**config.mk**
```make
export PLATFORM = sky130hd
export DESIGN_NAME = exception_ctrl
export DESIGN_NICKNAME = d
export VERILOG_FILES = /design/src/rtl/exception_ctrl.sv
export SDC_FILE = /design/constraint.sdc
export NUM_CORES = 1
export LEC_CHECK = 0
export CAP_MARGIN = 20
export CORE_AREA = 5 5 152 154
export CTS_CLUSTER_DIAMETER = 80
export DETAILED_ROUTE_END_ITERATION = 12
export DIE_AREA = 0 0 157 159
export PLACE_DENSITY = 0.73
export RECOVER_POWER = 50
export SLEW_MARGIN = 20
export SYNTH_ARGS = -nofsm -noshare
export SYNTH_HDL_FRONTEND = slang
export SYNTH_SLANG_ARGS = --single-unit
```
**constraint.sdc**
```tcl
create_clock -name clk -period 4.9 [get_ports clk]
set_clock_uncertainty 0.05 [all_clocks]
set_input_delay 0.735 -clock clk [delete_from_list [all_inputs] [get_ports clk]]
set_output_delay 0.735 -clock clk [all_outputs]
set_load 0.005 [all_outputs]
```
**src/rtl/exception_ctrl.sv**
```systemverilog
// Multi-source exception controller: per-source pending latches, masking, fixed-priority
// arbitration and a REDIRECT/HANDLER state machine. Define EXC_VECTORED_EN for per-source vectors.
module exception_ctrl #(
    parameter int             N       = 64,
    parameter int             NSRC    = 4,
    parameter logic [N-1:0]   VBASE   = N'(64'hD8),
    parameter logic [N-1:0]   VSTRIDE = N'(64'h20)
) (
    input  logic              clk,
    input  logic              reset,
    input  logic [NSRC-1:0]   exc_req,
    input  logic [NSRC-1:0]   exc_mask,
    input  logic [N-1:0]      NextPC_F,
    input  logic [N-1:0]      imem_addr_F,
    input  logic [N-1:0]      PCBranch_EX,
    input  logic              ERet,
    input  logic [1:0]        IM_readData,
    output logic              EProc,
    output logic              ExcAck,
    output logic              in_handler,
    output logic [N-1:0]      ExcVector,
    output logic [N-1:0]      readData3_E,
    output logic [N-1:0]      PCBranch_EXP
);

    localparam logic [1:0] ST_IDLE     = 2'd0;
    localparam logic [1:0] ST_REDIRECT = 2'd1;
    localparam logic [1:0] ST_HANDLER  = 2'd2;

`ifdef EXC_VECTORED_EN
    localparam logic [N-1:0] STRIDE_EFF = VSTRIDE;
`else
    // Shared entry: stride collapses to zero so every source lands on VBASE.
    localparam logic [N-1:0] STRIDE_EFF = VSTRIDE & {N{1'b0}};
`endif

    logic [1:0]      state_r;
    logic [NSRC-1:0] pend_r;
    logic [N-1:0]    err_r;
    logic [N-1:0]    elr_r;
    logic [3:0]      esr_r;

    logic [NSRC-1:0] elig_s;
    logic [NSRC-1:0] clr_s;
    logic [3:0]      win_idx_s;
    logic            any_req_s;
    logic            take_s;
    logic [N-1:0]    vector_s;
    logic            ack_s;

    // Fixed-priority arbiter: scan high to low so the lowest eligible index ends up winning.
    always_comb begin
        elig_s    = pend_r & ~exc_mask;
        win_idx_s = 4'd0;
        for (int i = NSRC - 1; i >= 0; i--) begin
            win_idx_s = elig_s[i] ? 4'(i) : win_idx_s;
        end
        any_req_s = |elig_s;
        take_s    = (state_r == ST_IDLE) && any_req_s;
        clr_s     = take_s ? (NSRC'(1'b1) << win_idx_s) : {NSRC{1'b0}};
    end

    assign vector_s = VBASE + (N'(esr_r) * STRIDE_EFF);
    assign ack_s    = (state_r == ST_REDIRECT) && (imem_addr_F == vector_s);

    // Pending latches; a request on the capture edge re-arms the bit (set beats clear).
    always_ff @(posedge clk or posedge reset) begin
        if (reset) begin
            pend_r <= {NSRC{1'b0}};
        end else begin
            pend_r <= (pend_r & ~clr_s) | exc_req;
        end
    end

    // Handler state machine and return-state capture.
    always_ff @(posedge clk or posedge reset) begin
        if (reset) begin
            state_r <= ST_IDLE;
            err_r   <= {N{1'b0}};
            elr_r   <= {N{1'b0}};
            esr_r   <= 4'd0;
        end else begin
            case (state_r)
                ST_IDLE: begin
                    if (any_req_s) begin
                        elr_r   <= imem_addr_F;
                        err_r   <= NextPC_F;
                        esr_r   <= win_idx_s;
                        state_r <= ST_REDIRECT;
                    end else begin
                        state_r <= ST_IDLE;
                    end
                end
                ST_REDIRECT: state_r <= ack_s ? ST_HANDLER : ST_REDIRECT;
                ST_HANDLER:  state_r <= ERet ? ST_IDLE : ST_HANDLER;
                default:     state_r <= ST_IDLE;
            endcase
        end
    end

    // Readback mux for handler software.
    always_comb begin
        case (IM_readData)
            2'd0:    readData3_E = err_r;
            2'd1:    readData3_E = elr_r;
            2'd2:    readData3_E = N'(esr_r);
            2'd3:    readData3_E = N'(pend_r);
            default: readData3_E = err_r;
        endcase
    end

    assign EProc        = (state_r == ST_REDIRECT);
    assign ExcAck       = ack_s;
    assign in_handler   = (state_r == ST_HANDLER);
    assign ExcVector    = vector_s;
    assign PCBranch_EXP = ERet ? err_r : PCBranch_EX;

endmodule

```
==> key figures <==
Clock network
  • H-tree Lvls: 4
  • Clock slew at reported path FFs: 60 ps
  • CTS tree: done
  • Worst-skew pair later-pin latency: 410 ps
  • Hold-fix buffers, CTS: 0
  • Root buf cell: clkbuf_16
  • Sink Count: between 100 and 150
  • Clock Tree Buf Depth: 2
  • Post-CTS sizing: 0
  • TritonCTS Buffers: 17
  • Setup bufs post-CTS: 0

Global route
  • Global Route met3 Usage: under 10%
  • Met1 Use GR: between 20% and 30%
  • Pin count of the biggest net entering global routing: 94
  • Antenna violations before repair: 1
  • GR Util All Layers: a little under a fifth
  • Met2 GRT Util: about a third
  • First-pass GRT wire length: about 36000 um
  • Vias in the first global route: about 6.2k
  • Grt peak-use layer: met2
  • Total gr overflow: 0

Setup path
  • CP startpoint: imem_addr_F[27]
  • Worst EP required: 4120 ps
  • Reg2Reg Depth: 4
  • CP startpoint kind: input pin
  • CP arrival: ~3300 ps
  • FF-to-FF End: err_r[24]$_DFFE_PP0P_
  • Worst Setup End Kind: output pin
  • Critical path peak fanout: 3
  • Worst R2R Setup Slack: between 1500 and 2000 ps
  • R2R Path Start: pend_r[2]$_DFF_PP0_
  • Kind of critical path: in -> out

Cells and area
  • Sequential Area: between 3000 and 4000 um2
  • Fill cell count: ~1.9k
  • Share of cells above drive strength 1: a little under an eighth
  • Multi-input logic area: about 3700 um2
  • Non-filler cells, final: about 1.2k
  • Fin area: roughly 11000 um2
  • Final nets: 1141
  • Area Growth Syn to Fin: 52.2%
  • Commonest non-fill, non-tap cells in the layout: clkdlybuf4s50_1, dfrtp_1, mux2_1
  • Most common cell after layout, fill and taps aside: clkdlybuf4s50_1
  • Ant diodes: 0

Die
  • Die ar.: approximately 25000 um2
  • Io pins: 400
  • Die height: about 160 um
  • Starting Density: between 30% and 40%
  • Row Count: 54
  • DIE WIDTH: approximately 160 um
  • Core area: around 22000 um2

Placed design
  • Routability congestion estimate: around 0.81
  • # placed instances: between 1k and 1.5k
  • Detailed Place HPWL: 18500 um
  • Area after DPL: approximately 11000 um2
  • PortBufs: around 340

Status
  • Status: finished, violations left
  • Violated checks: capacitance limit, slew limit

STA
  • Final setup viols: 0
  • RSZ-0062 raised after global routing: false
  • Fin. max-slew vios: 228
  • F_max: around 250 MHz
  • Worst slew margin: -58.2%
  • Final hold vios: 0
  • Crit share post-route: 82.9%
  • Hold slack: 432 ps
  • Worst Tran Pin Value: 2370 ps
  • Post-route setup TNS: 0 ps
  • Minimum clock period: between 4000 and 5000 ps

Synth
  • Flops & latches, synth: roughly 140
  • Sequential element share of the synthesized area: between 40% and 50%
  • Ys flop type: dfrtp_1
  • Cell Area, Synth: approximately 7500 um2
  • Yosys cell types: 29
  • Number of synthesized flops with an enable pin: 0
  • Synth Instances: between 600 and 700
  • Synthesis Warnings: 0
  • Syn Area/Cell: about 12 um2
  • Ys async rst share: 100%

Worst hold path
  • Worst hold path type: reg -> reg
  • Hold Crit Depth: 1
  • Worst hold path startpoint: esr_r[0]$_DFFE_PP0P_
  • Hold worst-path end: esr_r[0]$_DFFE_PP0P_

Power and ir drop
  • Sw power: about 0.0016 W
  • Power per cell area: 456 nW/um2
  • Share of power burned in registers: 40.2%
  • Comb pwr share: a little over a third
  • Clk network pwr share: approximately a quarter
  • Switching share of total power: between 30% and 40%
  • Leakage: 4.79 nW
  • Int Pwr: about 0.0036 W
  • Max VDD drop: 214 uV
  • Total power: just over 0.005 W

Route
  • WL final: approximately 24000 um
  • Routed WL per cell: roughly 20 um
  • 1st-pass router iterations: 4
  • Vias per cell: ~4.7
  • Routed vias: ~5.8k
  • Remaining antenna violation count after routing: 0
  • Initial DRC count: between 150 and 200
  • Number of remaining DRC errors: 0

Run
  • Total of max-cap violations: 3
-- cells by family after synthesis --
family                 after synthesis  synth area share, %
flip-flops                         136                 45.4
buffers and inverters              102                 8.85
AO/OA/AOI/OAI                       13                 1.64
multiplexers                       256                 37.8
other                                2                0.100
AND/OR/NAND/NOR                     99                 6.20
-- cells in the mapped netlist, types with 2 or more instances --
library cell,count,area [um2]
dfrtp_1,136,3400
mux2_1,128,1440
buf_4,72,541
mux2_2,66,743
nor2_1,63,236
mux2i_1,60,601
clkbuf_1,16,60.1
nor4_1,13,81.3
buf_2,8,40.0
nand2b_1,6,37.5
nand4_1,5,31.3
nor2b_1,5,31.3
a21o_1,4,30.0
buf_1,3,11.3
inv_1,3,11.3
nand2_1,3,11.3
a22o_1,2,17.5
conb_1,2,7.51
mux4_2,2,45.0
nor4b_1,2,17.5
-- final cells by class --
class                      count  share of cell area, %
tap                          280                   3.07
inverter                       3                  0.132
sequential                   136                   29.9
timing repair buffer         346                   30.0
clock buffer                  18                   3.76
clock inverter                14                   1.09
multi-input combinational    432                   32.1
-- critical path, stage by stage --
cell and delay, ps:
clkdlybuf4s50_1 420, nor4_1 570, nand4_1 250, or4_1 640
nor2_1 120, clkdlybuf4s50_1 530
-- metal layers --
metal  routed length [um]  vias to the layer above
li1                     -                     2682
met4                  403                        0
met1                 9250                     2821
met5                    0                        -
met3                 2360                       20
met2                12000                      252
-- sequential cells by signal, indices dropped and copies added, names as in the netlist --
register / cells
elr_r: 64
pend_r: 4
esr_r: 2
err_r: 64
state_r: 2
-- worst max-delay path by stage --
stage	to	cells after the start	slack, ps
detailed placement	ExcAck	6	760
floorplan	elr_r[0]$_DFFE_PP0P_	1	480
global placement	ExcAck	6	830
global route	elr_r[6]$_DFFE_PP0P_	3	700
finish	ExcAck	6	840
CTS	ExcAck	6	760
-- power groups by stage --
stage	logic (W)	clock network, W	registers [W]
3_5_place_dp	0.00190	0	0.00212
4_1_cts	0.00191	0.00126	0.00210
3_3_place_gp	0.00187	0	0.00211
6_report	0.00188	0.00122	0.00209
5_1_grt	0.00206	0.00130	0.00217
2_1_floorplan	0.000979	0	0.00192
-- per-stage QoR --
step | worst slack, ps | utilization (%)
floorplan | 476 | -
global placement | 832 | 50.5
detailed placement | 760 | 50.5
CTS | 760 | 53.0
global route | 696 | 52.9
finish | 839 | 52.9
Power figures use the tool's default switching activity.
